## src/rtl/rc_capture_pkg.sv

```systemverilog
// rtl/rc_capture_pkg.sv - shared parameters, word layout and output-stage states for the capture arbiter
package rc_capture_pkg;

  localparam int CNT_W_DEF = 31;
  localparam int CH_W_DEF  = 4;

  // Output word layout: {ch_idx, level, width}, width field at the bottom.
  localparam int WIDTH_LSB = 0;

  function automatic int level_pos(input int cnt_w);
    return cnt_w;
  endfunction

  function automatic int idx_lsb(input int cnt_w);
    return cnt_w + 1;
  endfunction

  typedef enum logic {
    ST_EMPTY = 1'b0,
    ST_FULL  = 1'b1
  } out_state_e;

endpackage

```

## src/rtl/rc_capture_arbiter_rr.sv

```systemverilog
// rtl/rc_capture_arbiter_rr.sv - combinational round-robin pick: first request at or above the pointer, wrapping
module rc_rr_arbiter #(
  parameter int NUM_CH = 8,
  parameter int IW     = $clog2(NUM_CH)
) (
  input  logic [NUM_CH-1:0] req_i,
  input  logic [IW-1:0]     ptr_i,
  output logic [NUM_CH-1:0] grant_o,
  output logic [IW-1:0]     idx_o,
  output logic              any_o
);

  always_comb begin
    logic [IW-1:0] j;
    logic          found;
    grant_o = '0;
    idx_o   = '0;
    found   = 1'b0;
    j       = '0;
    for (int k = 0; k < NUM_CH; k++) begin
      j = IW'((int'(ptr_i) + k) % NUM_CH);
      if (!found && req_i[j]) begin
        found      = 1'b1;
        grant_o[j] = 1'b1;
        idx_o      = j;
      end
    end
  end

  assign any_o = |req_i;

endmodule

```

## src/rtl/rc_capture_arbiter.sv

```systemverilog
// rtl/rc_capture_arbiter.sv - per-channel pulse capture slots merged round-robin onto one tagged valid/ready stream
module rc_capture_arbiter
  import rc_capture_pkg::*;
#(
  parameter int NUM_CH = 8,
  parameter int CNT_W  = CNT_W_DEF,
  parameter int CH_W   = CH_W_DEF
) (
  input  logic                    clk,
  input  logic                    reset_n,
  input  logic [NUM_CH-1:0]       ch_en,
  input  logic [NUM_CH-1:0]       ch_rdy,
  input  logic [NUM_CH-1:0]       ch_value,
  input  logic [NUM_CH*CNT_W-1:0] ch_counter,
  output logic                    m_valid,
  input  logic                    m_ready,
  output logic [CH_W+CNT_W:0]     m_data,
  output logic [NUM_CH-1:0]       overrun,
  input  logic [NUM_CH-1:0]       overrun_clr,
  output logic [15:0]             drop_count
);

  localparam int IW        = $clog2(NUM_CH);
  localparam int DW        = CH_W + 1 + CNT_W;
  localparam int LEVEL_POS = level_pos(CNT_W);
  localparam int IDX_LSB   = idx_lsb(CNT_W);

  logic [CNT_W:0]    slot_q [NUM_CH];
  logic [CNT_W:0]    slot_d [NUM_CH];
  logic [NUM_CH-1:0] pending_q, pending_d;
  logic [NUM_CH-1:0] overrun_q, overrun_d;
  logic [15:0]       drop_q, drop_d;
  out_state_e        state_q;
  logic              valid_q;
  logic [DW-1:0]     data_q;
  logic [IW-1:0]     rr_ptr_q;

  logic [NUM_CH-1:0] grant;
  logic [IW-1:0]     win_idx;
  logic              any_pend;
  logic              load;
  logic [NUM_CH-1:0] drain_oh;
  logic [NUM_CH-1:0] ovw;
  logic [4:0]        ovw_cnt;
  logic [16:0]       drop_sum;
  logic [DW-1:0]     load_word;

  rc_rr_arbiter #(.NUM_CH(NUM_CH), .IW(IW)) u_rr (
    .req_i   (pending_q),
    .ptr_i   (rr_ptr_q),
    .grant_o (grant),
    .idx_o   (win_idx),
    .any_o   (any_pend)
  );

  assign load     = (state_q == ST_EMPTY) || m_ready;
  assign drain_oh = grant & {NUM_CH{load}};

  always_comb begin
    slot_d    = slot_q;
    pending_d = pending_q;
    overrun_d = overrun_q;
    ovw       = '0;
    ovw_cnt   = '0;
    for (int i = 0; i < NUM_CH; i++) begin
      // A slot drained on this edge may take a fresh capture without counting as a loss.
      ovw[i] = ch_rdy[i] & ch_en[i] & pending_q[i] & ~drain_oh[i];
      if (ch_rdy[i] && ch_en[i]) begin
        slot_d[i] = {ch_value[i], ch_counter[i*CNT_W +: CNT_W]};
      end
      if (!ch_en[i]) begin
        pending_d[i] = 1'b0;
      end else if (ch_rdy[i]) begin
        pending_d[i] = 1'b1;
      end else if (drain_oh[i]) begin
        pending_d[i] = 1'b0;
      end
      overrun_d[i] = ovw[i] | (overrun_q[i] & ~overrun_clr[i]);
      ovw_cnt      = ovw_cnt + 5'(ovw[i]);
    end
    drop_sum = {1'b0, drop_q} + 17'(ovw_cnt);
    drop_d   = drop_sum[16] ? 16'hFFFF : drop_sum[15:0];
  end

  always_comb begin
    load_word                      = '0;
    load_word[IDX_LSB +: CH_W]     = CH_W'(win_idx);
    load_word[LEVEL_POS]           = slot_q[win_idx][CNT_W];
    load_word[WIDTH_LSB +: CNT_W]  = slot_q[win_idx][CNT_W-1:0];
  end

  always_ff @(posedge clk) begin
    if (!reset_n) begin
      for (int i = 0; i < NUM_CH; i++) slot_q[i] <= '0;
      pending_q <= '0;
      overrun_q <= '0;
      drop_q    <= '0;
    end else begin
      slot_q    <= slot_d;
      pending_q <= pending_d;
      overrun_q <= overrun_d;
      drop_q    <= drop_d;
    end
  end

  always_ff @(posedge clk) begin
    if (!reset_n) begin
      state_q  <= ST_EMPTY;
      valid_q  <= 1'b0;
      data_q   <= '0;
      rr_ptr_q <= '0;
    end else if (load) begin
      if (any_pend) begin
        state_q  <= ST_FULL;
        valid_q  <= 1'b1;
        data_q   <= load_word;
        rr_ptr_q <= (win_idx == IW'(NUM_CH - 1)) ? '0 : win_idx + 1'b1;
      end else begin
        state_q <= ST_EMPTY;
        valid_q <= 1'b0;
      end
    end
  end

  assign m_valid    = valid_q;
  assign m_data     = data_q;
  assign overrun    = overrun_q;
  assign drop_count = drop_q;

endmodule

```

## config.mk

```make
export PLATFORM = sky130hd
export DESIGN_NAME = rc_capture_arbiter
export DESIGN_NICKNAME = d
export VERILOG_FILES = /design/src/rtl/rc_capture_pkg.sv /design/src/rtl/rc_capture_arbiter_rr.sv /design/src/rtl/rc_capture_arbiter.sv
export SDC_FILE = /design/constraint.sdc
export NUM_CORES = 1
export LEC_CHECK = 0
export CORE_MARGIN = 5
export CORE_UTILIZATION = 46
export CTS_CLUSTER_SIZE = 16
export DETAILED_ROUTE_END_ITERATION = 7
export GPL_TIMING_DRIVEN = 0
export PLACE_DENSITY = 0.78
export SETUP_SLACK_MARGIN = 0.15
export SLEW_MARGIN = 10
export SYNTH_ARGS = -nofsm -noshare
export SYNTH_HDL_FRONTEND = slang
export SYNTH_SLANG_ARGS = --single-unit
```

## constraint.sdc

```tcl
create_clock -name clk -period 6.6 [get_ports clk]
set_input_delay 1.32 -clock clk [delete_from_list [all_inputs] [get_ports clk]]
set_output_delay 1.32 -clock clk [all_outputs]
set_load 0.01 [all_outputs]
```

==> metrics.txt <==
cell leakage power 7.651 nW; CP required 6960 ps; detailed-route wire length per cell 20.73 um; portion of the post-synthesis area used by sequential elements 42.51%; number of enable flip-flop cells after synthesis 0; crit share post-route 99.31%; minimum period implied by the final worst setup slack 6554 ps; net count reported at finish 2,657; Pwr Density 441.8 nW/um^2; TritonCTS clock tree built; WHS 454.2 ps; total number of placement rows 67; number of synthesized register bits 327; Syn Inst Count 1,933; hold path startpoint slot_q[201]; width of the die 193.0 um; clock tree root buffer cell clkbuf_16; leading cell types by count after synthesis nand2_1 (558), dfxtp_1 (327), a21oi_1 (287); maximum buffer depth of the clock tree 3; via total after detailed routing 15.99k; number of warning messages in the yosys log 0; source of the critical timing path rr_ptr_q[1]; largest clock skew in the final design 17.92 ps; endpoint of the worst register-to-register path drop_count[9]; maximum clock rate 152.6 MHz; Final setup viols 0; startpoint kind of the worst setup timing path flip-flop; total gr overflow 0; maximum vdd ir drop 0.2780 mV; share of synthesized area spent on multiplexers 7.125%; RSZ-0062 raised after global routing yes; vertical extent of the die 193.0 um; fraction of final layout cells sized beyond drive strength 1 9.240%; CP max-delay cell mux4_2; nature of the critical path endpoint flip-flop; synth unique cells 69; area fraction in compound gates after synthesis 24.03%; number of design rule violations left after detail routing 0; R2R depth 27; share of Yosys cell area claimed by the top area cell type 42.51%; maximum number of pins on one net before global-route repair 15; number of antenna violations at the first check in global routing 2; worst-path fanout max 5; hold buffer count at CTS 0; Starting DRT DRC Count 1,527; area growth from synthesis to layout 37.46%; number of levels the H-tree was split into 2; cells taking the most area after synthesis dfxtp_1 (43%), nand2_1 (14%), a21oi_1 (9.3%), a211oi_1 (6.5%), mux2i_1 (5.0%); Setup Crit Path Kind reg -> reg; Global Route Usage Sum 29.91%; Total Die Area 37,240 um^2; share of synthesized cell area in full adder, half adder and majority cells 1.706%; I/O Pins 344; Initial Utilization 46.27%; Buffers on Ports 342; area of the core region 33,280 um^2; Critical Path AT 6910 ps; count of final hold-check violations 0; slew at the pin with the worst max-slew slack 809.4 ps; Inserted Clock Buffers 36; Routed WL 58.67 mm; Slew Viols, Final 0; Max Cap Viol 0; worst skew pair latency 520 ps; worst setup path end drop_count[9]; cell type contributing the most total cell area after synthesis dfxtp_1; via count of the first global-routing pass 15.52k; number of placed instances with taps included 2,723; CP max stage delay 520 ps; relative max-transition margin 46.04%; mean cell area of the mapped netlist 7.967 um^2; Reg clk slew, reported paths 60 ps; synthesized-area fraction occupied by and/or/nand/nor cells 18.68%; weighted congestion at the end of routability-driven global placement 0.9464; Syn Std Cell Area 15,400 um^2; xor/xnor cell area share of the yosys netlist 0.7962%; TritonCTS Sinks 327; filler instances 2,866; main combinational cell family by area after synthesis compound AO/OA/AOI/OAI gates; 1st-pass router iterations 5; Post-Layout Cell Count 2,830; flop-to-flop setup slack 50 ps; Critical Path Most Common Cell fa_1; outcome complete, no violations; share of flip-flops with an asynchronous set or reset 0%; primary flip-flop cell chosen by synthesis mapping dfxtp_1; vias per cell 5.650; path type of the worst min-delay path reg -> reg; net count after synthesis 2,234; start of the worst register-to-register path rr_ptr_q[1]; wire length of the first global-routing pass 86.83 mm; antenna violation net count after detailed routing 0; most frequent cell after synthesis nand2_1; Post-DP HPWL 45.08 mm
state kept, by name (all words and copies together) (netlist names), named ones only:
signal / cells
slot_q: 256
m_data: 35
drop_count: 16
overrun: 8
pending_q: 8
rr_ptr_q: 2
m_valid: 1
kinds of logic after synthesis:
| kind of cell | count (synthesis) |
|---|---|
| xor+xnor | 14 |
| flops | 327 |
| buf+inv | 185 |
| compound gates | 579 |
| mux | 93 |
| other cells | 1 |
| fa+ha+maj | 18 |
| simple gates | 716 |
metrics by stage:
stage	util [%]	total power [mW]	area [um^2]	setup slack, ps	setup TNS [ps]
2_1_floorplan	-	5.341	15440	176.6	0
3_3_place_gp	58.38	6.943	19430	-1054	-16010
3_5_place_dp	58.38	7.013	19430	-1051	-15830
4_1_cts	62.82	9.089	20910	119.7	0
5_1_grt	63.60	9.743	21170	-179.2	-1439
6_report	63.60	9.352	21170	45.60	0
worst min-delay path by stage:
stage / endpoint / slack, ps / cells past startpoint
after global placement: slot_q[159] / 440 / 2
after CTS: slot_q[91] / 450 / 2
final: slot_q[201] / 450 / 2
after global routing: slot_q[36] / 470 / 2
after floorplan: slot_q[128] / 440 / 2
after detailed placement: slot_q[169] / 450 / 2
final cells by class:
| class | instances | area, um^2 | share of cell area, % |
|---|---|---|---|
| timing repair buffer | 385 | 3757 | 17.75 |
| antenna | 1 | 2.502 | 0.01182 |
| inverter | 17 | 71.32 | 0.3369 |
| tap | 448 | 560.5 | 2.648 |
| multi-input combinational | 1421 | 8299 | 39.21 |
| buffer | 168 | 803.3 | 3.795 |
| clock buffer | 49 | 999.7 | 4.723 |
| sequential | 327 | 6553 | 30.96 |
| clock inverter | 14 | 121.4 | 0.5734 |
timing repair:
item	CTS	global route
cloned	1	0
gates resized for setup	38	32
pin swaps	23	26
setup endpoints to repair	16	16
buffers inserted	27	15
routing by layer:
| metal | track usage, % | vias to the layer above | wire length, um | share of wire (%) |
|---|---|---|---|---|
| met3 | 4.807 | 142 | 5337 | 9.1 |
| met4 | 12.58 | 2 | 2793 | 4.8 |
| met2 | 48.11 | 805 | 26460 | 45 |
| li1 | - | 7548 | - | - |
| met5 | 0 | - | 7 | 0.012 |
| met1 | 40.19 | 7493 | 24070 | 41 |
cell usage in the layout (no fill, tap or decap), types with 32 or more instances in the layout:
cell type,synthesis,final
nand2_1,558,557
clkdlybuf4s50_1,0,342
dfxtp_1,327,324
a21oi_1,287,279
a211oi_1,134,133
clkbuf_1,115,121
nor2_1,90,86
mux2i_1,77,74
o21a_1,66,66
buf_4,9,47
clkbuf_16,0,36
buf_2,36,33
o31a_1,32,32
critical path: cells and delay by family, from the launching register on:
| family | cells | cell delay, ps |
|---|---|---|
| adder cells (fa/ha/maj) | 6 | 2570 |
| AO/OA/AOI/OAI | 7 | 1160 |
| AND/OR/NAND/NOR | 6 | 870 |
| multiplexers | 2 | 790 |
| buffers and inverters | 6 | 620 |
| flip-flops | 1 | 360 |
power by group:
| part | internal [mW] | leakage (nW) | switching, mW |
|---|---|---|---|
| combinational | 1.89 | 4.43 | 3.25 |
| sequential | 2.15 | 2.68 | 0.119 |
| clock | 1.11 | 0.547 | 0.837 |
| total | 5.14 | 7.65 | 4.21 |
Note: power is estimated with default switching activity, not from simulation.
